==> config.mk <==
export PLATFORM = sky130hd
export DESIGN_NAME = vga_timing_ctrl_flat
export DESIGN_NICKNAME = d
export VERILOG_FILES = /design/src/rtl/vga_timing_ctrl_if.sv /design/src/rtl/vga_timing_ctrl.sv /design/src/flat_wrapper.sv
export SDC_FILE = /design/constraint.sdc
export NUM_CORES = 1
export LEC_CHECK = 0
export BUFFER_PORTS_ARGS = -buffer_cell sky130_fd_sc_hd__buf_2
export CAP_MARGIN = 20
export CORE_MARGIN = 1
export CORE_UTILIZATION = 33
export CTS_CLUSTER_SIZE = 24
export DETAILED_ROUTE_END_ITERATION = 16
export MAX_ROUTING_LAYER = met4
export PLACE_DENSITY_LB_ADDON = 0.15
export REMOVE_ABC_BUFFERS = 1
export SLEW_MARGIN = 20
export SYNTH_ARGS = -nofsm -noshare
export SYNTH_HDL_FRONTEND = slang
export SYNTH_SLANG_ARGS = --single-unit
export TNS_END_PERCENT = 10
==> constraint.sdc <==
create_clock -name clk_in -period 2.95 [get_ports clk_in]
set_clock_uncertainty 0.15 [all_clocks]
set_input_delay 0.295 -clock clk_in [delete_from_list [all_inputs] [get_ports clk_in]]
set_output_delay 0.295 -clock clk_in [all_outputs]
set_load 0.02 [all_outputs]
==> src/rtl/vga_timing_ctrl_if.sv <==
// vga_timing_ctrl_if -- signal bundle between a frame source/DAC side and
// the VGA timing controller.
//
// Optional feature macro: VGA_TEST_PATTERN_EN (adds pattern_en).
//
// Signals
//   run          master -> slave  1 = generate timing, 0 = idle
//   rgb_in       master -> slave  12-bit pixel {R,G,B} from the frame source
//   pattern_en   master -> slave  selects built-in colour bars (macro only)
//   pix_tick     slave -> master  one-cycle pulse per pixel slot
//   hsync/vsync  slave -> master  sync pulses, polarity per SYNC_POL
//   video_on     slave -> master  inside visible area
//   px_x/px_y    slave -> master  current pixel/line counters (10 bits)
//   frame_start  slave -> master  pulse on the tick at pixel (0,0)
//   rgb_out      slave -> master  12-bit pixel to the DAC
interface vga_timing_ctrl_if;
   logic        run;
   logic [11:0] rgb_in;
`ifdef VGA_TEST_PATTERN_EN
   logic        pattern_en;
`endif
   logic        pix_tick;
   logic        hsync;
   logic        vsync;
   logic        video_on;
   logic [9:0]  px_x;
   logic [9:0]  px_y;
   logic        frame_start;
   logic [11:0] rgb_out;

   modport master (
`ifdef VGA_TEST_PATTERN_EN
      output pattern_en,
`endif
      output run, rgb_in,
      input  pix_tick, hsync, vsync, video_on, px_x, px_y, frame_start, rgb_out
   );

   modport slave (
`ifdef VGA_TEST_PATTERN_EN
      input  pattern_en,
`endif
      input  run, rgb_in,
      output pix_tick, hsync, vsync, video_on, px_x, px_y, frame_start, rgb_out
   );
endinterface

==> src/rtl/vga_timing_ctrl.sv <==
// vga_timing_ctrl -- VGA raster timing generator with pixel prescaler,
// horizontal/vertical counters and per-axis porch/sync FSMs.
//
// Optional feature macro: VGA_TEST_PATTERN_EN (8 vertical colour bars
// selected by vif.pattern_en).
//
// Ports
//   clk_in    system clock, all state changes on its rising edge
//   rst_n_in  asynchronous active-low reset
//   vif       vga_timing_ctrl_if.slave (run, rgb_in, [pattern_en] in;
//             pix_tick, hsync, vsync, video_on, px_x, px_y, frame_start,
//             rgb_out out)
//
// States (both axes share the same shape)
//   state            | meaning
//   H_ACTIVE/V_ACTIVE | visible pixels / lines
//   H_FRONT/V_FRONT   | front porch
//   H_SYNC_S/V_SYNC_S | sync pulse asserted
//   H_BACK/V_BACK     | back porch
module vga_timing_ctrl #(
   parameter int DIV    = 2,
   parameter int H_VIS  = 640,
   parameter int H_FP   = 16,
   parameter int H_SYNC = 96,
   parameter int H_BP   = 48,
   parameter int V_VIS  = 480,
   parameter int V_FP   = 10,
   parameter int V_SYNC = 2,
   parameter int V_BP   = 33,
   parameter bit SYNC_POL = 1'b0
) (
   input logic              clk_in,
   input logic              rst_n_in,
   vga_timing_ctrl_if.slave vif
);

   localparam int H_TOT = H_VIS + H_FP + H_SYNC + H_BP;
   localparam int V_TOT = V_VIS + V_FP + V_SYNC + V_BP;
   localparam int HW    = $clog2(H_TOT);
   localparam int VW    = $clog2(V_TOT);
   localparam int PW    = (DIV > 1) ? $clog2(DIV) : 1;

   localparam logic [PW-1:0] P_LAST     = PW'(DIV - 1);
   localparam logic [HW-1:0] H_VIS_END  = HW'(H_VIS - 1);
   localparam logic [HW-1:0] H_FP_END   = HW'(H_VIS + H_FP - 1);
   localparam logic [HW-1:0] H_SYNC_END = HW'(H_VIS + H_FP + H_SYNC - 1);
   localparam logic [HW-1:0] H_LAST     = HW'(H_TOT - 1);
   localparam logic [VW-1:0] V_VIS_END  = VW'(V_VIS - 1);
   localparam logic [VW-1:0] V_FP_END   = VW'(V_VIS + V_FP - 1);
   localparam logic [VW-1:0] V_SYNC_END = VW'(V_VIS + V_FP + V_SYNC - 1);
   localparam logic [VW-1:0] V_LAST     = VW'(V_TOT - 1);

   typedef enum logic [1:0] {H_ACTIVE, H_FRONT, H_SYNC_S, H_BACK} h_state_t;
   typedef enum logic [1:0] {V_ACTIVE, V_FRONT, V_SYNC_S, V_BACK} v_state_t;

   h_state_t      h_state, h_state_nxt;
   v_state_t      v_state, v_state_nxt;
   logic [PW-1:0] presc;
   logic [HW-1:0] h_cnt;
   logic [VW-1:0] v_cnt;
   logic          active;     // run was seen high on the previous edge
   logic          rst_done;   // blanks rgb_out until the first edge after reset
   logic          pix_tick;
   logic          h_wrap;
   logic          video_on;
   logic [11:0]   rgb_sel;

   // The prescaler holds at 0 on the edge that first sees run, so the first
   // tick lands DIV edges after run rises and always carries frame_start.
   assign pix_tick = active && (presc == P_LAST);
   assign h_wrap   = pix_tick && (h_cnt == H_LAST);

   always_ff @(posedge clk_in or negedge rst_n_in) begin
      if (!rst_n_in) begin
         presc    <= '0;
         h_cnt    <= '0;
         v_cnt    <= '0;
         h_state  <= H_ACTIVE;
         v_state  <= V_ACTIVE;
         active   <= 1'b0;
         rst_done <= 1'b0;
      end else begin
         rst_done <= 1'b1;
         if (!vif.run) begin
            presc   <= '0;
            h_cnt   <= '0;
            v_cnt   <= '0;
            h_state <= H_ACTIVE;
            v_state <= V_ACTIVE;
            active  <= 1'b0;
         end else begin
            active  <= 1'b1;
            h_state <= h_state_nxt;
            v_state <= v_state_nxt;
            if (active)
               presc <= (presc == P_LAST) ? '0 : presc + 1'b1;
            if (pix_tick)
               h_cnt <= (h_cnt == H_LAST) ? '0 : h_cnt + 1'b1;
            if (h_wrap)
               v_cnt <= (v_cnt == V_LAST) ? '0 : v_cnt + 1'b1;
         end
      end
   end

   always_comb begin
      h_state_nxt = h_state;
      if (pix_tick) begin
         case (h_state)
            H_ACTIVE: if (h_cnt == H_VIS_END)  h_state_nxt = H_FRONT;
            H_FRONT:  if (h_cnt == H_FP_END)   h_state_nxt = H_SYNC_S;
            H_SYNC_S: if (h_cnt == H_SYNC_END) h_state_nxt = H_BACK;
            H_BACK:   if (h_cnt == H_LAST)     h_state_nxt = H_ACTIVE;
            default:  h_state_nxt = H_ACTIVE;
         endcase
      end
   end

   always_comb begin
      v_state_nxt = v_state;
      if (h_wrap) begin
         case (v_state)
            V_ACTIVE: if (v_cnt == V_VIS_END)  v_state_nxt = V_FRONT;
            V_FRONT:  if (v_cnt == V_FP_END)   v_state_nxt = V_SYNC_S;
            V_SYNC_S: if (v_cnt == V_SYNC_END) v_state_nxt = V_BACK;
            V_BACK:   if (v_cnt == V_LAST)     v_state_nxt = V_ACTIVE;
            default:  v_state_nxt = V_ACTIVE;
         endcase
      end
   end

   assign video_on = (h_state == H_ACTIVE) && (v_state == V_ACTIVE);

`ifdef VGA_TEST_PATTERN_EN
   logic [2:0]  bar_idx;
   logic [11:0] bar_rgb;

   assign bar_idx = 3'((32'(h_cnt) * 32'd8) / 32'(H_VIS));

   always_comb begin
      bar_rgb = 12'h000;
      case (bar_idx)
         3'd0:    bar_rgb = 12'hFFF;
         3'd1:    bar_rgb = 12'hFF0;
         3'd2:    bar_rgb = 12'h0FF;
         3'd3:    bar_rgb = 12'h0F0;
         3'd4:    bar_rgb = 12'hF0F;
         3'd5:    bar_rgb = 12'hF00;
         3'd6:    bar_rgb = 12'h00F;
         default: bar_rgb = 12'h000;
      endcase
   end

   assign rgb_sel = vif.pattern_en ? bar_rgb : vif.rgb_in;
`else
   assign rgb_sel = vif.rgb_in;
`endif

   assign vif.pix_tick    = pix_tick;
   assign vif.hsync       = (h_state == H_SYNC_S) ? SYNC_POL : ~SYNC_POL;
   assign vif.vsync       = (v_state == V_SYNC_S) ? SYNC_POL : ~SYNC_POL;
   assign vif.video_on    = video_on;
   assign vif.px_x        = 10'(h_cnt);
   assign vif.px_y        = 10'(v_cnt);
   assign vif.frame_start = pix_tick && (h_cnt == '0) && (v_cnt == '0);
   // video_on reads 1 in reset, so rgb_out is additionally held low there.
   assign vif.rgb_out     = (video_on && rst_done) ? rgb_sel : 12'h000;

endmodule

==> src/flat_wrapper.sv <==
// flat-port wrapper written by rule: the top's interface ports become plain ports
module vga_timing_ctrl_flat 
#(
   parameter int DIV    = 2,
   parameter int H_VIS  = 640,
   parameter int H_FP   = 16,
   parameter int H_SYNC = 96,
   parameter int H_BP   = 48,
   parameter int V_VIS  = 480,
   parameter int V_FP   = 10,
   parameter int V_SYNC = 2,
   parameter int V_BP   = 33,
   parameter bit SYNC_POL = 1'b0
)
  (clk_in, rst_n_in, vif_run, vif_rgb_in, vif_pix_tick, vif_hsync, vif_vsync, vif_video_on, vif_px_x, vif_px_y, vif_frame_start, vif_rgb_out);
  vga_timing_ctrl_if vif_i ();
  input logic clk_in;
  input logic rst_n_in;
  input wire logic [$bits(vif_i.run)-1:0] vif_run;
  input wire logic [$bits(vif_i.rgb_in)-1:0] vif_rgb_in;
  output wire logic [$bits(vif_i.pix_tick)-1:0] vif_pix_tick;
  output wire logic [$bits(vif_i.hsync)-1:0] vif_hsync;
  output wire logic [$bits(vif_i.vsync)-1:0] vif_vsync;
  output wire logic [$bits(vif_i.video_on)-1:0] vif_video_on;
  output wire logic [$bits(vif_i.px_x)-1:0] vif_px_x;
  output wire logic [$bits(vif_i.px_y)-1:0] vif_px_y;
  output wire logic [$bits(vif_i.frame_start)-1:0] vif_frame_start;
  output wire logic [$bits(vif_i.rgb_out)-1:0] vif_rgb_out;
  assign vif_i.run = vif_run;
  assign vif_i.rgb_in = vif_rgb_in;
  assign vif_pix_tick = vif_i.pix_tick;
  assign vif_hsync = vif_i.hsync;
  assign vif_vsync = vif_i.vsync;
  assign vif_video_on = vif_i.video_on;
  assign vif_px_x = vif_i.px_x;
  assign vif_px_y = vif_i.px_y;
  assign vif_frame_start = vif_i.frame_start;
  assign vif_rgb_out = vif_i.rgb_out;
  vga_timing_ctrl #(.DIV(DIV), .H_VIS(H_VIS), .H_FP(H_FP), .H_SYNC(H_SYNC), .H_BP(H_BP), .V_VIS(V_VIS), .V_FP(V_FP), .V_SYNC(V_SYNC), .V_BP(V_BP), .SYNC_POL(SYNC_POL)) u_core (.clk_in(clk_in), .rst_n_in(rst_n_in), .vif(vif_i));
endmodule
### Word level (Yosys, flattened, before mapping)

Cells that the tools add are included.

| word-level totals | value |
|---|---|
| flip-flop bits (word level) | 27 |
| input bits | 15 |
| output and inout port bits | 37 |
| word-level logic and storage cells | 74 |

| cells by class | value |
|---|---|
| $add $sub $neg | 3 |
| eq/ne operators | 25 |
| mux-type cells | 27 |
| reduce and logical (&&, ||, !) cells | 12 |

Operators with widths:

| kind | number |
|---|---|
| 10-bit 2-to-1 mux | 6 |
| 10-bit == test (second input constant) | 5 |
| 10-bit by 9-bit == test with 1-bit output (second input constant) | 3 |
| 2-bit 2-to-1 mux | 12 |
| 3-bit by 2-bit != test with 1-bit output (second input constant) | 8 |
| 10-bit by 1-bit adder with 10-bit output (second input constant) | 2 |
| 10-bit logical NOT | 2 |
| 2-bit one-hot mux with 4 select lines | 2 |
| 12-bit 2-to-1 mux | 1 |
| 5-bit AND reduction | 2 |
| 2-bit == test (second input constant) | 4 |
| 1-bit logical AND | 6 |
| 1-bit 2-to-1 mux | 6 |
| 2-bit by 1-bit != test with 1-bit output (second input constant) | 3 |
| 2-bit by 1-bit == test with 1-bit output (second input constant) | 2 |
| 2-bit logical NOT | 2 |
| 1-bit adder (second input constant) | 1 |

### Depth between registers and ports, before layout

| logic depth | value |
|---|---|
| depth in word-level cells | 5 |
| depth in mapped cells | 7 |

### Worst setup path after synthesis

Ideal clock, no wire load.

| timing path | value |
|---|---|
| path kind | register to output |
| from | register u_core.h_cnt[5], in the netlist u_core.vif.px_x[5] |
| to | output vif_frame_start |
| arrival time | 2.032 ns |
| required time | 2.505 ns |
| path slack | 0.473 ns |
| cell stages (with the launch flop) | 4 |
| cells stage by stage | dfrtp_1 -> or3_1 -> or4_1 -> nor4_1 |

| on the way | value |
|---|---|
| longest elaborated chain between the ends | 3 |

RTL lines:

| element | RTL line | RTL |
|---|---|---|
| start: declaration | vga_timing_ctrl.sv:59 | `logic [HW-1:0] h_cnt;` |
| start signal: assignment | vga_timing_ctrl.sv:98 | `h_cnt <= (h_cnt == H_LAST) ? '0 : h_cnt + 1'b1;` |
| 10-bit logical NOT | vga_timing_ctrl.sv:164 | `assign vif.frame_start = pix_tick && (h_cnt == '0) && (v_cnt == '0);` |
| 1-bit logical AND (2 in series) | vga_timing_ctrl.sv:164 |  |
| end: declaration | flat_wrapper.sv:27 | `output wire logic [$bits(vif_i.frame_start)-1:0] vif_frame_start;` |

Every way passes these cells.

### Final worst setup path

Ends and elaborated chain as after synthesis.

==> results.py <==
metrics = {
    "sta": {
        "max_freq_mhz": 388.8,
        "period_minus_slack_ns": 2.572,
        "whs_ns": 0.1823,
        "finalHoldViolations": 0,
        "finalSetupViolations": 0,
        "maxSlewHeadroom_pct": 53.10,
        "finalSetupTns_ns": 0,
        "slew_viol_final": 0,
        "rsz0062_at_grt": "no",
        "tightest_slew_ns": 0.6858,
        "fin_crit_sh_pct": 87.18,
        "setup_ws_ns": 0.3782,
    },
    "routing": {
        "first_iter_violations": 60,
        "wirelength_microns": 4357,
        "wl_per_cell_microns": 13.49,
        "vias": 1593,
        "firstDrtPassIters": 4,
        "ant_nets": 0,
        "remaining_drc_errors": 0,
        "via_per_inst": 4.932,
    },
    "synthesis": {
        "ys_seq_area_share_pct": 38.11,
        "synth_seq_cells": 27,
        "yosysUniqueCellTypes": 41,
        "syn-instance-count": 200,
        "avgSynthCellArea_sq_um": 8.865,
        "ys.warnings.count": 0,
        "syn_area_sq_um": 1773,
    },
    "final_layout": {
        "final_cell_area_sq_um": 2161,
        "syn2layout_area_growth_pct": 21.88,
        "drive_above_1_share_pct": 23.72,
        "fin_nets": 282,
        "antennaDiodeCount": 0,
        "instances_no_fill": 323,
        "n_fill_cell": 525,
    },
    "setup_path": {
        "required_ns": 2.51,
        "critPathLaunchType": "flop",
        "critPathKind": "reg2out",
        "end_kind": "output port",
        "cp_cell_sequence": "or3_1 > or4_1 > nor4_1 > buf_2",
        "max_stage_delay_ns": 0.51,
        "crit_slowest_cell": "or3_1",
        "critical_path_arrival_ns": 2.13,
        "crit_path_max_fanout": 8,
    },
    "floorplan": {
        "fp.dieH_microns": 75.30,
        "core_sq_um": 5140,
        "die_w_microns": 75.30,
        "num_io_pins": 52,
        "die-area_sq_um": 5669,
        "start_util_pct": 34.49,
        "std_cell_rows": 26,
    },
    "cts": {
        "root_buffer": "clkbuf_8",
        "post_cts_buffers": 0,
        "hold_buffers": 1,
        "cts_resized": 0,
        "htree_levels": 1,
        "cts_buffers": 3,
        "cts_tree": "done",
        "clock_latency_ns": 0.27,
        "clock_sinks": 27,
        "cts.path.max_buffers": 2,
        "clk_pin_slew_ns": 0.10,
    },
    "status": {
        "status": "finished clean",
    },
    "power_and_ir_drop": {
        "power_density_nw_per_um2": 339.9,
        "ir_drop_v": 0.0001776,
        "p_leak_nw": 1.033,
    },
    "grt": {
        "grt_start_max_net_pins": 28,
        "grt_first_pass_wirelength_microns": 6955,
        "antenna_found_initial": 0,
        "grt_overflow_total": 0,
        "grt_usage_pct": 16.76,
        "grt_pass1_vias": 1416,
    },
    "place": {
        "io_buffers": 51,
        "place_ws_ns": 0.5289,
        "dp_hpwl_microns": 3225,
        "dp_cells": 318,
        "gp_congestion": 0.7453,
        "placed_cell_area_sq_um": 2106,
    },
    "worst_hold_path": {
        "hp-class": "in2reg",
    },
    "run": {
        "drv_cap": 0,
    },
}
-- synthesized netlist by cell type --
master	instances	share of area, %
nand4_1	3	1.1
and3_1	5	1.8
a21oi_1	8	2.3
o41ai_1	1	0.49
nor4b_1	1	0.49
nand3b_1	1	0.42
o2111a_1	1	0.64
nand2_1	22	4.7
nor4_1	3	1.1
nor2_1	15	3.2
nand2b_1	2	0.71
o31ai_1	2	0.85
and4_1	2	0.99
a211oi_1	2	0.85
a221oi_2	1	0.85
inv_1	15	3.2
conb_1	1	0.21
ha_1	13	9.2
o41a_1	1	0.64
or4_1	1	0.42
dfrtp_1	27	38
o22ai_1	2	0.71
a41oi_1	1	0.49
or3_1	3	1.1
o21ai_0	14	4.0
o41ai_4	1	1.6
xor2_1	6	3.0
buf_2	2	0.56
a2111oi_0	1	0.49
xnor2_1	4	2.0
mux2i_1	3	1.7
a22o_1	1	0.49
and2_1	13	4.6
or4b_2	1	0.56
or4_4	1	0.64
clkbuf_1	2	0.42
mux2_2	1	0.64
nor3_1	2	0.56
o31a_1	1	0.49
o311ai_1	1	0.49
nand3_1	13	3.7
-- critical path: cells and delay by family, from the launching register on --
kind	cells	cell delay [ns]
buffers and inverters	1	0.22
AND/OR/NAND/NOR	3	1.16
flip-flops	1	0.47
-- layout by cell type (no fill, tap or decap), types with 2 or more instances in the layout --
master and n:
nand2_1 22, and4_1 2, dfrtp_1 27, mux2i_1 3, nor2_1 15, a21oi_1 8
nand2b_1 2, ha_1 13, o21ai_0 14, buf_2 51, nand3_1 13, o31ai_1 2
xnor2_1 4, and3_1 5, clkbuf_8 3, nor3_1 2, inv_1 15, nor4_1 3
nand4_1 3, and2_1 13, o22ai_1 2, xor2_1 6, or3_1 3, a211oi_1 2
-- per-stage QoR --
| step | total power (W) | util (%) |
|---|---|---|
| 4_1_cts | 0.0007486 | 42.04 |
| 6_report | 0.0007345 | 42.04 |
| 5_1_grt | 0.0007718 | 42.04 |
| 3_5_place_dp | 0.0005237 | 40.97 |
| 3_3_place_gp | 0.0005226 | 40.97 |
| 2_1_floorplan | 0.0004681 | - |
-- path summary, 6_finish.rpt --
| path | cells past startpoint | start | to | slack [ns] |
|---|---|---|---|---|
| min | 1 | vif_run | u_core.active | 0.18 |
| max | 4 | u_core.vif.px_x[5] | vif_frame_start | 0.38 |
| max reg2reg | 5 | u_core.vif.px_y[4] | u_core.v_state[0] | 0.52 |
| max in group asynchronous | 2 | rst_n_in | u_core.rst_done | 1.82 |
| min in group asynchronous | 2 | rst_n_in | u_core.vif.px_x[4] | 0.42 |
| min reg2reg | 2 | u_core.presc | u_core.presc | 0.40 |
-- kinds of logic after synthesis --
| logic type | share of synthesized area, % |
|---|---|
| and+or+nand+nor | 25.83 |
| AOI/OAI and AO/OA | 15.24 |
| DFF | 38.11 |
| buffers and inverters | 4.164 |
| adders and majority gates | 9.175 |
| xor gates and xnor gates | 4.940 |
| muxes | 2.329 |
| other | 0.2115 |
-- state kept, by name, indices dropped and copies added, names as in the netlist --
name             count
u_core.active        1
u_core.rst_done      1
u_core.vif.px_x     10
u_core.presc         1
u_core.vif.px_y     10
u_core.v_state       2
u_core.h_state       2
-- area by class of cell --
cell class	instances	area [sq um]	area share (%)
Clock buffer	4	45.04	2.085
Multi-Input combinational cell	154	1023	47.37
Timing Repair Buffer	53	272.8	12.62
Inverter	15	56.30	2.606
Sequential cell	27	675.6	31.27
Tap cell	70	87.58	4.053
-- power by group --
| part | internal, W | switching (W) | total (W) |
|---|---|---|---|
| sequential | 0.000380 | 0.0000130 | 0.000393 |
| combinational | 0.0000435 | 0.0000800 | 0.000123 |
| clock | 0.0000969 | 0.000121 | 0.000218 |
-- layer usage --
metal	GRT usage (%)	vias to the layer above	share of wire, %
met2	26.29	30	47
met4	2.469	0	0.46
met5	-	-	0
met3	3.571	2	3.7
met1	22.84	744	48
li1	-	817	-
No activity file was read; power rests on OpenSTA's default activity.
